==> config.mk <==
export PLATFORM = sky130hd
export DESIGN_NAME = game_sequencer
export DESIGN_NICKNAME = d
export VERILOG_FILES = /design/src/rtl/game_sequencer.sv
export SDC_FILE = /design/constraint.sdc
export NUM_CORES = 1
export LEC_CHECK = 0
export CAP_MARGIN = 20
export CORE_MARGIN = 8
export CORE_UTILIZATION = 55
export DETAILED_ROUTE_END_ITERATION = 8
export DONT_BUFFER_PORTS = 1
export PLACE_DENSITY = 0.73
export SLEW_MARGIN = 20
export SYNTH_ARGS = -nofsm -noshare
export SYNTH_HDL_FRONTEND = slang
export SYNTH_SLANG_ARGS = --single-unit
export TNS_END_PERCENT = 20
==> constraint.sdc <==
create_clock -name clock -period 2.9 [get_ports clock]
set_input_delay 0.29 -clock clock [delete_from_list [all_inputs] [get_ports clock]]
set_output_delay 0.29 -clock clock [all_outputs]
set_load 0.1 [all_outputs]
==> src/rtl/game_sequencer.sv <==
// rtl/game_sequencer.sv - game/shot clock sequencer with score request arbitration
module game_sequencer #(
  parameter int SHOT_FULL   = 24,
  parameter int SHOT_SHORT  = 14,
  parameter int PERIOD_SECS = 600,
  parameter int NUM_PERIODS = 4,
  parameter int BUZZ_CYCLES = 8
) (
  input  logic       clock,
  input  logic       reset,
  input  logic       tick,
  input  logic       btn_start,
  input  logic [2:0] btn_points,
  input  logic       team_sel,
  input  logic       sub_mode,
  input  logic       btn_reload24,
  input  logic       btn_reload14,
  input  logic [6:0] score_t1,
  input  logic [6:0] score_t2,
  output logic       score_we_t1,
  output logic       score_we_t2,
  output logic [1:0] score_delta,
  output logic       score_sub,
  output logic       score_reject,
  output logic [4:0] shot_clock,
  output logic [9:0] game_secs,
  output logic [2:0] period,
  output logic       running,
  output logic       buzzer
);

  localparam int BW = $clog2(BUZZ_CYCLES + 1);
  localparam logic [4:0]    FULL_V      = 5'(SHOT_FULL);
  localparam logic [4:0]    SHORT_V     = 5'(SHOT_SHORT);
  localparam logic [9:0]    PERIOD_V    = 10'(PERIOD_SECS);
  localparam logic [2:0]    LAST_PERIOD = 3'(NUM_PERIODS);
  localparam logic [BW-1:0] BUZZ_LOAD   = BW'(BUZZ_CYCLES - 1);

  typedef enum logic [2:0] {IDLE, RUN, PAUSE, SHOT_OUT, PERIOD_END, GAME_OVER} state_t;
  state_t state;

  logic          primed, prevStart, prevReload24, prevReload14;
  logic [2:0]    prevPoints;
  logic          startEdge, reload24Edge, reload14Edge, reloadEdge;
  logic [2:0]    pointsEdge;
  logic [4:0]    reloadValue, reloadLoad;
  logic [9:0]    reloadLimit;
  logic [BW-1:0] buzzCount;

  logic          reqValid, reqTeam, reqSub, reqBad, scoreOpen;
  logic [1:0]    reqDelta;
  logic [6:0]    selScore;
  logic [7:0]    addSum;

  // primed stays low for the first cycle after reset so held buttons only seed the history
  assign startEdge    = primed & btn_start & ~prevStart;
  assign reload24Edge = primed & btn_reload24 & ~prevReload24;
  assign reload14Edge = primed & btn_reload14 & ~prevReload14;
  assign reloadEdge   = reload24Edge | reload14Edge;
  assign pointsEdge   = {3{primed}} & btn_points & ~prevPoints;

  assign reloadValue = reload24Edge ? FULL_V : SHORT_V;
  // On a RUN tick the reload is bounded by the game clock it is about to show
  assign reloadLimit = (state == RUN && tick && game_secs != 10'd0) ? game_secs - 10'd1 : game_secs;
  assign reloadLoad  = ({5'd0, reloadValue} > reloadLimit) ? reloadLimit[4:0] : reloadValue;

  assign scoreOpen = (state == RUN) || (state == PAUSE) || (state == SHOT_OUT) || (state == PERIOD_END);
  assign selScore  = reqTeam ? score_t2 : score_t1;
  assign addSum    = {1'b0, selScore} + {6'd0, reqDelta};
  assign reqBad    = reqSub ? (selScore < {5'd0, reqDelta}) : (addSum > 8'd99);

  always_ff @(posedge clock or posedge reset) begin
    if (reset) begin
      primed       <= 1'b0;
      prevStart    <= 1'b0;
      prevReload24 <= 1'b0;
      prevReload14 <= 1'b0;
      prevPoints   <= 3'b000;
    end else begin
      primed       <= 1'b1;
      prevStart    <= btn_start;
      prevReload24 <= btn_reload24;
      prevReload14 <= btn_reload14;
      prevPoints   <= btn_points;
    end
  end

  // Request is captured on the edge cycle and judged against the score register one cycle later
  always_ff @(posedge clock or posedge reset) begin
    if (reset) begin
      reqValid     <= 1'b0;
      reqTeam      <= 1'b0;
      reqSub       <= 1'b0;
      reqDelta     <= 2'd0;
      score_we_t1  <= 1'b0;
      score_we_t2  <= 1'b0;
      score_reject <= 1'b0;
      score_delta  <= 2'd0;
      score_sub    <= 1'b0;
    end else begin
      reqValid     <= scoreOpen && (pointsEdge != 3'b000);
      reqTeam      <= team_sel;
      reqSub       <= sub_mode;
      reqDelta     <= pointsEdge[2] ? 2'd3 : (pointsEdge[1] ? 2'd2 : 2'd1);
      score_we_t1  <= reqValid & ~reqBad & ~reqTeam;
      score_we_t2  <= reqValid & ~reqBad & reqTeam;
      score_reject <= reqValid & reqBad;
      if (reqValid) begin
        score_delta <= reqDelta;
        score_sub   <= reqSub;
      end
    end
  end

  always_ff @(posedge clock or posedge reset) begin
    if (reset) begin
      state      <= IDLE;
      shot_clock <= FULL_V;
      game_secs  <= PERIOD_V;
      period     <= 3'd1;
      running    <= 1'b0;
      buzzer     <= 1'b0;
      buzzCount  <= '0;
    end else begin
      if (buzzCount != '0) buzzCount <= buzzCount - BW'(1);
      else                 buzzer    <= 1'b0;
      case (state)
        IDLE: if (startEdge) begin
          state   <= RUN;
          running <= 1'b1;
        end
        RUN: begin
          if (tick) begin
            game_secs <= (game_secs != 10'd0) ? game_secs - 10'd1 : 10'd0;
            if (reloadEdge)               shot_clock <= reloadLoad;
            else if (shot_clock != 5'd0)  shot_clock <= shot_clock - 5'd1;
            if (game_secs <= 10'd1) begin
              state     <= (period < LAST_PERIOD) ? PERIOD_END : GAME_OVER;
              running   <= 1'b0;
              buzzer    <= 1'b1;
              buzzCount <= BUZZ_LOAD;
            end else if (!reloadEdge && shot_clock <= 5'd1) begin
              state     <= SHOT_OUT;
              running   <= 1'b0;
              buzzer    <= 1'b1;
              buzzCount <= BUZZ_LOAD;
            end else if (startEdge) begin
              state   <= PAUSE;
              running <= 1'b0;
            end
          end else begin
            if (reloadEdge) shot_clock <= reloadLoad;
            if (startEdge) begin
              state   <= PAUSE;
              running <= 1'b0;
            end
          end
        end
        PAUSE: begin
          if (reloadEdge) shot_clock <= reloadLoad;
          if (startEdge) begin
            state   <= RUN;
            running <= 1'b1;
          end
        end
        SHOT_OUT: begin
          if (reloadEdge) shot_clock <= reloadLoad;
          // a non-zero shot clock here can only come from a reload
          if (startEdge && shot_clock != 5'd0) begin
            state   <= RUN;
            running <= 1'b1;
          end
        end
        PERIOD_END: if (startEdge) begin
          state      <= RUN;
          running    <= 1'b1;
          period     <= period + 3'd1;
          game_secs  <= PERIOD_V;
          shot_clock <= FULL_V;
        end
        GAME_OVER: ;
        default: begin
          state   <= IDLE;
          running <= 1'b0;
        end
      endcase
    end
  end

endmodule

==> results of run 1 <==
-- layer usage --
metal	routed length [um]	part of all wire (%)	GRT usage (%)	vias to the layer above
met5	0	0	0	-
met1	3270	41	25.0	1307
met2	3990	50	35.3	86
li1	-	-	-	1246
met3	569	7.1	4.78	15
met4	193	2.4	7.66	0
-- placed cells by master, fill, tap and decap left out, drive strengths merged, types with 7 or more instances in the layout --
master | netlist | layout
nor2 | 23 | 23
nand3 | 13 | 13
dlygate4sd3 | 0 | 8
inv | 18 | 18
nor3 | 7 | 7
dfstp | 7 | 7
o21ai | 20 | 20
nand2 | 34 | 34
dfrtp | 38 | 38
ha | 14 | 14
buf | 2 | 43
a21oi | 19 | 19
-- sequential cells by signal (all words and copies together), names as in the netlist, 2 cells and up --
register / flops
period: 3
reqDelta: 2
state: 3
score_delta: 2
buzzCount: 4
shot_clock: 5
game_secs: 10
prevPoints: 3
-- stage by stage --
stage | cells | setup WS, ns | util (%) | hold slack [ns]
6_report | 429 | -0.0390 | 70.2 | 0.0582
5_1_grt | 429 | -0.125 | 70.2 | 0.0904
4_1_cts | 426 | 0.0413 | 68.4 | 0.0853
3_5_place_dp | 406 | -0.00641 | 63.1 | 0.322
3_3_place_gp | 406 | 0.0568 | 63.1 | 0.322
2_1_floorplan | 310 | -0.232 | - | 0.321
-- final cells by class --
| type | instances | area share (%) |
|---|---|---|
| Timing Repair Buffer | 51 | 11.5 |
| Tap cell | 70 | 2.47 |
| Inverter | 18 | 1.91 |
| Clock inverter | 2 | 1.10 |
| Multi-Input combinational cell | 237 | 48.3 |
| Clock buffer | 6 | 2.05 |
| Sequential cell | 45 | 32.7 |
-- repair_timing --
action,in CTS,in global routing
hold endpoints to repair,8,0
gates resized for setup,6,14
buffers inserted,4,3
hold buffers,8,0
endpoints found under the setup margin,3,6
pin swaps,4,9
-- kinds of logic after synthesis --
kind of cell    after synthesis  synth area share, %
compound gates               87                 21.6
xor+xnor                      6                 1.86
fa+ha+maj                    15                 6.90
buf+inv                      28                 3.81
flops                        45                 40.1
mux                           8                 3.10
other cells                   1                0.133
simple gates                120                 22.4
-- where the power goes --
group	switching, W	internal [W]
clock network	0.000233	0.000259
logic	0.00176	0.000925
registers	0.000456	0.000865
-- path summary, 6_finish.rpt --
kind,from,endpoint,slack [ns],cells after the start
setup / recovery,game_secs[4]$_DFFE_PP1P_,shot_clock[1]$_DFFE_PP0P_,-0.04,11
hold / removal,reset,score_we_t2$_DFF_PP0_,0.06,1
setup reg to reg,game_secs[4]$_DFFE_PP1P_,shot_clock[1]$_DFFE_PP0P_,-0.04,11
hold reg to reg,prevPoints[1]$_DFF_PP0_,reqDelta[0]$_DFF_PP0_,0.50,1
max in group asynchronous,reset,game_secs[0]$_DFFE_PP0P_,2.13,1
min in group clock,btn_points[1],reqDelta[0]$_DFF_PP0_,0.09,1
-- critical path, delay by kind of cell (launching register included) --
kind / cells / cell delay (ns)
DFF: 1 / 0.64
adders and majority gates: 1 / 0.26
AOI/OAI and AO/OA: 6 / 1.13
and+or+nand+nor: 4 / 0.82
==> metrics.yaml, run 1 <==
fp.dieW_um: 87.7
synth_commonest_cells: "38 x dfrtp_1, 34 x nand2_1, 23 x nor2_1"
final_area_um2: 3540
rsz0062_at_grt: "yes"
dieHeight_um: 87.7
synth-seq-cells: 45
relSlewSlack_pct: 36.7
ys.flop_type: "dfrtp_1"
status: "complete, but fails checks"
clock_latency_ns: 0.31
grt_pass1_vias: 2552
seq_area_um2: 1160
cts.reportedPaths.clkPinSlew_ns: 0.09
post-route-drc-count: 0
drt_first_iter_violations: 133
critPathArrivalTime_ns: 3.16
yosys.area.top_type_share_pct: 33.6
ios: 51
finalHoldViolCount: 0
gp_congestion: 0.898
fill_cells: 389
finClkSkew_ns: 0.00652
die-area_um2: 7690
core_region_area_um2: 5040
synthCells: 310
synth_most_common_cell: "dfrtp_1"
yosys_warnings: 0
io_buffers: 0
clock.fmax_mhz: 340
setup_slack_ns: -0.0390
peakVddDrop_v: 0.000963
maxCapViolCount: 0
antenna_cells: 0
seq_area_frac_synth_pct: 40.1
yosysTopAreaCell: "dfrtp_1"
synth_edf_count: 0
first_pass_iters: 5
power-per-cell-area_nw_per_um2: 1270
clockRootBuffer: "clkbuf_8"
slowest_delay_ns: 0.64
start_util_pct: 56.1
end_kind: "flip-flop"
path_cells: "nor4_4 -> a31o_4 -> or3_4 -> and2_4 -> ha_4 -> and4_1 -> a22oi_1 -> o22a_1 -> o21a_2 -> a311o_1 -> o311ai_2"
crit_type: "reg2reg"
grt_pass1_wl_mm: 12.6
cts.sinks: 45
post-route-period-util_pct: 101
cts.path.max_buffers: 2
synth_area_um2: 2830
crit_fanout: 5
postPlaceCellArea_um2: 3180
grt_max_degree: 46
cts-buffers-inserted: 5
area_delta_synth_final_pct: 25.3
wl_per_cell_um: 18.7
viasPerCell: 6.19
grt_overflow: 0
slowest_stage: "dfstp_4"
vias: 2654
drive_gt1_share_pct: 26.2
synth.distinct_cells: 64
rows: 26
antenna_found_initial: 0
ctsHtreeMaxLevel: 2
worst-slew-pin-transition_ns: 0.948
p_total_w: 0.00449
synth_area_per_cell_um2: 9.12
min_path_type: "in2async"
cts_tree: "done"
start_kind: "flip-flop"
layout.nets: 398
drt.antenna.violating_nets: 0
drv_slew: 0
min_period_ns: 2.94
leakagePower_nw: 1.53
async_flop_share_pct: 100
setup_viol: 3
violations: "setup timing"
wl_mm: 8.02
yosys-top-cells-area: "dfrtp_1 34%, dfstp_2 6.5%, ha_1 6.2%"
hpwl_mm: 5.58
grt_usage_pct: 20.8
syn-num-nets: 350
multiInputGateArea_um2: 1710
final.setup.tns_ns: -0.0772
required_ns: 3.12
Power figures use the tool's default switching activity.
==> run 2, diff against run 1 <==
PLACE_DENSITY = 0.82   (was 0.73)
clock period = 3.21 ns   (was 2.9 ns; I/O delays follow)
==> metrics.yaml, run 2 (synthesized netlist as in run 1, its figures left out) <==
end_kind: "flip-flop"
ios: 51  # unchanged
grt_usage_pct: 18.7  # -2.2 points
required_ns: 3.42  # +0.30 ns
rsz0062_at_grt: "no"
ctsHtreeMaxLevel: 2  # unchanged
post-route-drc-count: 0  # unchanged
final_common_cell: "nand2_1"
crit_type: "reg2reg"
maxCapViolCount: 0  # unchanged
clock.fmax_mhz: 325  # -4.6%
start_kind: "flip-flop"
clock_latency_ns: 0.30  # about the same
worst-slew-pin-transition_ns: 0.988  # +0.0392 ns
path_buf_inv: 1  # +1
p_total_w: 0.00367  # -18%
crit_path_end: "shot_clock[2]$_DFFE_PP0P_"
drt_first_iter_violations: 233  # +75%
seq_area_um2: 1150  # -0.32%
area_delta_synth_final_pct: 13.9
drt.antenna.violating_nets: 0  # unchanged
top_regs: "game_secs: 10 flops, shot_clock: 5 flops, buzzCount: 4 flops"
grt_pass1_wl_mm: 11.4  # -10%
peakVddDrop_v: 0.000973  # +1.0%
gp_congestion: 0.990  # +10%
cts.path.max_buffers: 2  # unchanged
fp.dieW_um: 87.7  # unchanged
start_util_pct: 56.1  # unchanged
cts.sinks: 45  # unchanged
post-route-period-util_pct: 95.9  # -5.4 points
grt_overflow: 0  # unchanged
core_region_area_um2: 5040  # unchanged
min_period_ns: 3.08  # +0.141 ns
drive_gt1_share_pct: 20.0  # -6.2 points
fill_cells: 435  # +12%
rr_startpoint: "game_secs[0]$_DFFE_PP0P_"
fin_cells: 405  # -5.6%
cpLargestDelayFamily: "compound AO/OA/AOI/OAI gates"
cts_tree: "done"
layout.nets: 374  # -6.0%
first_pass_iters: 5  # unchanged
status: "complete, no violations"
relSlewSlack_pct: 34.2  # -2.5 points
multiInputGateArea_um2: 1610  # -6.0%
finalHoldViolCount: 0  # unchanged
die-area_um2: 7690  # unchanged
finClkSkew_ns: 0.00483  # -0.00170 ns
largest_reg_flops: 10  # unchanged
cts-buffers-inserted: 5  # unchanged
slowest_stage: "dfrtp_4"
post_cts.repair.setup_buffers: 0  # -4
viasPerCell: 6.24  # +0.86%
clockRootBuffer: "clkbuf_8"
rr_worst_depth: 12  # +1
slowest_delay_ns: 0.42  # -0.22 ns
critPathArrivalTime_ns: 3.29  # +0.13 ns
setup_viol: 0  # -3
power-per-cell-area_nw_per_um2: 1140  # -10%
wl_mm: 6.87  # -14%
wl_per_cell_um: 17.0  # -9.3%
rows: 26  # unchanged
min_path_type: "in2reg"
path_cells: "inv_2 -> ha_1 -> a31o_2 -> or3_1 -> and2_1 -> ha_1 -> and4_1 -> a21o_1 -> o21ai_0 -> o211a_1 -> nand3_2 -> o311ai_1"
drv_slew: 0  # unchanged
grt_pass1_vias: 2339  # -8.3%
cts.reportedPaths.clkPinSlew_ns: 0.09  # about the same
crit_path_frequent_cell: "ha_1"
reg2reg_to: "shot_clock[2]$_DFFE_PP0P_"
regMostFlops: "game_secs"
dieHeight_um: 87.7  # unchanged
critPathLaunch: "game_secs[0]$_DFFE_PP0P_"
dpl.cell_count: 397  # -2.2%
r2r_setup_slack_ns: 0.13  # +0.17 ns
final_util_pct: 63.9  # -6.4 points
antenna_cells: 0  # unchanged
mostFrequentLayoutCells: "34 x nand2_1, 32 x dfrtp_1, 27 x buf_4"
hpwl_mm: 5.31  # -4.7%
leakagePower_nw: 1.40  # -8.4%
path_depth: 12  # +1
crit_fanout: 8  # +3
antenna_found_initial: 0  # unchanged
grt_max_degree: 46  # unchanged
io_buffers: 0  # unchanged
vias: 2527  # -4.8%
==> run 2: cell count changes in the layout (fill, tap and decap cells not counted), sizes merged <==
| cell | change |
|---|---|
| buf | -16 |
| bufinv | -1 |
| dlygate4sd3 | -8 |
| inv | +1 |
==> run 2: layer usage <==
layer,routed length [um],track usage [%],vias up
met1,2830,23.5,1194
met3,742,6.85,21
met2,3140,28.9,118
met5,0,0,-
met4,157,5.94,0
li1,-,-,1194
==> run 2: stage by stage <==
stage / setup TNS, ns / worst slack, ns / area, um2 / hold slack [ns]
after floorplan: -0.0188 / -0.0188 / 2870 / 0.352
after global placement: 0 / 0.268 / 3110 / 0.353
after detailed placement: 0 / 0.126 / 3110 / 0.352
after CTS: 0 / 0.131 / 3210 / 0.0320
after global routing: 0 / 0.0143 / 3220 / 0.0105
final: 0 / 0.130 / 3220 / 0.0390
==> run 2: timing repair <==
| item | in CTS | in global routing |
|---|---|---|
| gates resized for setup | 0 | 3 |
| endpoints found under the setup margin | 0 | 3 |
| hold buffers | 0 | 0 |
==> run 2: report_power, final <==
part	total (W)	leakage [nW]	switching [W]	internal, W
Combinational	0.00205	0.817	0.00140	0.000657
Clock	0.000379	0.0518	0.000201	0.000179
Sequential	0.00124	0.533	0.000458	0.000779
==> run 2: how the worst min path moves through the flow <==
| stage | from | to | slack, ns | cells after the start |
|---|---|---|---|---|
| final | sub_mode | reqSub$_DFF_PP0_ | 0.04 | 0 |
| after global routing | sub_mode | reqSub$_DFF_PP0_ | 0.01 | 0 |
| after CTS | btn_points[2] | prevPoints[2]$_DFF_PP0_ | 0.03 | 0 |
| after detailed placement | sub_mode | reqSub$_DFF_PP0_ | 0.35 | 0 |
| after global placement | sub_mode | reqSub$_DFF_PP0_ | 0.35 | 0 |
| after floorplan | btn_points[0] | prevPoints[0]$_DFF_PP0_ | 0.35 | 0 |
==> run 2: worst register-to-register path, stage by stage (launching register included) <==
cell and delay, ns:
dfrtp_4 0.42, inv_2 0.06, ha_1 0.22, a31o_2 0.30
or3_1 0.39, and2_1 0.18, ha_1 0.28, and4_1 0.17
a21o_1 0.17, o21ai_0 0.14, o211a_1 0.26, nand3_2 0.13
o311ai_1 0.28
==> run 2: layout make-up <==
class / instances / share of cell area (%)
Multi-Input combinational cell: 237 / 49.9
Sequential cell: 45 / 35.9
Timing Repair Buffer: 27 / 6.29
Tap cell: 70 / 2.72
Clock buffer: 6 / 2.56
Inverter: 18 / 2.10
Clock inverter: 2 / 0.544
==> run 3, diff against run 2 <==
SETUP_SLACK_MARGIN = 0.3   (was not set)
SKIP_CTS_REPAIR_TIMING = 1   (was not set)
==> metrics.yaml, run 3 (synthesized netlist as in run 1, its figures left out) <==
final_util_pct: 66.5  # +2.6 points
cts-buffers-inserted: 5  # unchanged
rsz0062_at_grt: "yes"
first_pass_iters: 6  # +1
rr_startpoint: "game_secs[4]$_DFFE_PP1P_"
timing.hold.ws_ns: 0.0340  # -0.00494 ns
vias: 2641  # +4.5%
clock_latency_ns: 0.31  # about the same
mostFrequentLayoutCells: "33 x nand2_1, 31 x dfrtp_1, 25 x buf_4"
finalHoldViolCount: 0  # unchanged
fill_cells: 377  # -13%
end_kind: "flip-flop"
clock_power_share_pct: 11.8  # +1.5 points
pwr-share-seq_pct: 30.6  # -3.1 points
r2r_setup_slack_ns: 0.20  # +0.06 ns
final.setup.tns_ns: 0  # unchanged
core_region_area_um2: 5040  # unchanged
drive_gt1_share_pct: 23.5  # +3.5 points
dpl.cell_count: 396  # -0.25%
power_frac_comb_pct: 57.5  # +1.5 points
crit_type: "reg2reg"
grt_pass1_vias: 2517  # +7.6%
min_path_type: "in2reg"
top_regs: "game_secs: 10 flops, shot_clock: 5 flops, buzzCount: 4 flops"
grt_usage_pct: 19.4  # +0.70 points
status: "complete, no violations"
worst-slew-pin-transition_ns: 1.00  # +0.0158 ns
path_buf_inv: 0  # -1
cpLargestDelayFamily: "compound AO/OA/AOI/OAI gates"
largest_reg_flops: 10  # unchanged
antenna_cells: 0  # unchanged
path_cells: "nor4_4 -> a31o_4 -> or3_4 -> and2_4 -> ha_4 -> and4_4 -> a22oi_2 -> o22a_1 -> o21a_1 -> a311o_1 -> o311ai_2"
grt_pass1_wl_mm: 11.8  # +4.3%
reg2reg_to: "shot_clock[1]$_DFFE_PP0P_"
min_period_ns: 3.01  # -0.0649 ns
io_buffers: 0  # unchanged
worstHoldStart: "team_sel"
rr_worst_depth: 11  # -1
p_total_w: 0.00396  # +7.9%
relSlewSlack_pct: 33.1  # -1.1 points
p_sw_share_pct: 55.1  # -0.93 points
drv_slew: 0  # unchanged
fin_cells: 406  # +0.25%
final_common_cell: "nand2_1"
finClkSkew_ns: 0.00907  # +0.00425 ns
ctsHtreeMaxLevel: 2  # unchanged
rows: 26  # unchanged
start_kind: "flip-flop"
critPathLaunch: "game_secs[4]$_DFFE_PP1P_"
switchingPower_w: 0.00218  # +6.1%
peakVddDrop_v: 0.000902  # -7.3%
required_ns: 3.42  # about the same
grt_max_degree: 46  # unchanged
power-per-cell-area_nw_per_um2: 1180  # +3.7%
fp.dieW_um: 87.7  # unchanged
wl_mm: 7.57  # +10%
wl_per_cell_um: 18.6  # +9.9%
p_int_w: 0.00178  # +10%
setup_viol: 0  # unchanged
clockRootBuffer: "clkbuf_8"
leakagePower_nw: 1.43  # +2.3%
gp_congestion: 0.913  # -7.8%
grt_overflow: 0  # unchanged
clock.fmax_mhz: 332  # +2.2%
cts.sinks: 45  # unchanged
ios: 51  # unchanged
viasPerCell: 6.50  # +4.3%
post-route-drc-count: 0  # unchanged
holdPathEnd: "reqTeam$_DFF_PP0_"
maxCapViolCount: 0  # unchanged
layout.nets: 375  # +0.27%
die-area_um2: 7690  # unchanged
drt.antenna.violating_nets: 0  # unchanged
drt_first_iter_violations: 317  # +36%
cts.path.max_buffers: 2  # unchanged
slowest_delay_ns: 0.65  # +0.23 ns
crit_fanout: 6  # -2
critPathArrivalTime_ns: 3.22  # -0.07 ns
start_util_pct: 56.1  # unchanged
dieHeight_um: 87.7  # unchanged
whs_path_depth: 0  # unchanged
slowest_stage: "dfstp_4"
antenna_found_initial: 0  # unchanged
cts_tree: "done"
hpwl_mm: 5.33  # +0.21%
area_delta_synth_final_pct: 18.5
cts.reportedPaths.clkPinSlew_ns: 0.09  # about the same
regMostFlops: "game_secs"
post-route-period-util_pct: 93.9  # -2.0 points
-- run 3: through the flow --
step / setup slack (ns) / instance area, um2
floorplan: 0.0782 / 2880
global placement: 0.331 / 3110
detailed placement: 0.248 / 3110
CTS: 0.183 / 3230
global route: 0.116 / 3350
finish: 0.195 / 3350
-- run 3: how the worst max path moves through the flow --
stage                                           end  slack (ns)  cells past startpoint
final                     shot_clock[1]$_DFFE_PP0P_        0.20                     11
after global routing      shot_clock[1]$_DFFE_PP0P_        0.12                     13
after CTS                 shot_clock[1]$_DFFE_PP0P_        0.18                     11
after detailed placement  shot_clock[4]$_DFFE_PP1P_        0.25                     12
after global placement    shot_clock[4]$_DFFE_PP1P_        0.33                     13
after floorplan           shot_clock[4]$_DFFE_PP1P_        0.08                     12
-- run 3: final cells by class --
cell class / instances / area [um2] / share of cell area (%)
well taps: 70 / 87.6 / 2.61
clock buffers: 6 / 82.6 / 2.46
multi-input cells: 237 / 1690 / 50.5
flip-flops and latches: 45 / 1160 / 34.6
clock inverters: 2 / 41.3 / 1.23
inverters: 18 / 67.6 / 2.02
repair buffers: 28 / 221 / 6.61
-- run 3: layer usage --
metal | vias up | track usage, % | part of all wire, %
met2 | 156 | 31.7 | 48
li1 | 1188 | - | -
met4 | 0 | 8.28 | 2.5
met3 | 29 | 5.16 | 9.1
met5 | - | 0 | 0
met1 | 1268 | 23.3 | 40
-- run 3: power by group through the flow --
| stage | clock (W) | sequential [W] | combinational (W) |
|---|---|---|---|
| finish | 0.000469 | 0.00121 | 0.00228 |
| global route | 0.000496 | 0.00124 | 0.00243 |
| CTS | 0.000474 | 0.00120 | 0.00211 |
| detailed placement | 0 | 0.00120 | 0.00208 |
| global placement | 0 | 0.00120 | 0.00204 |
| floorplan | 0 | 0.00181 | 0.00100 |
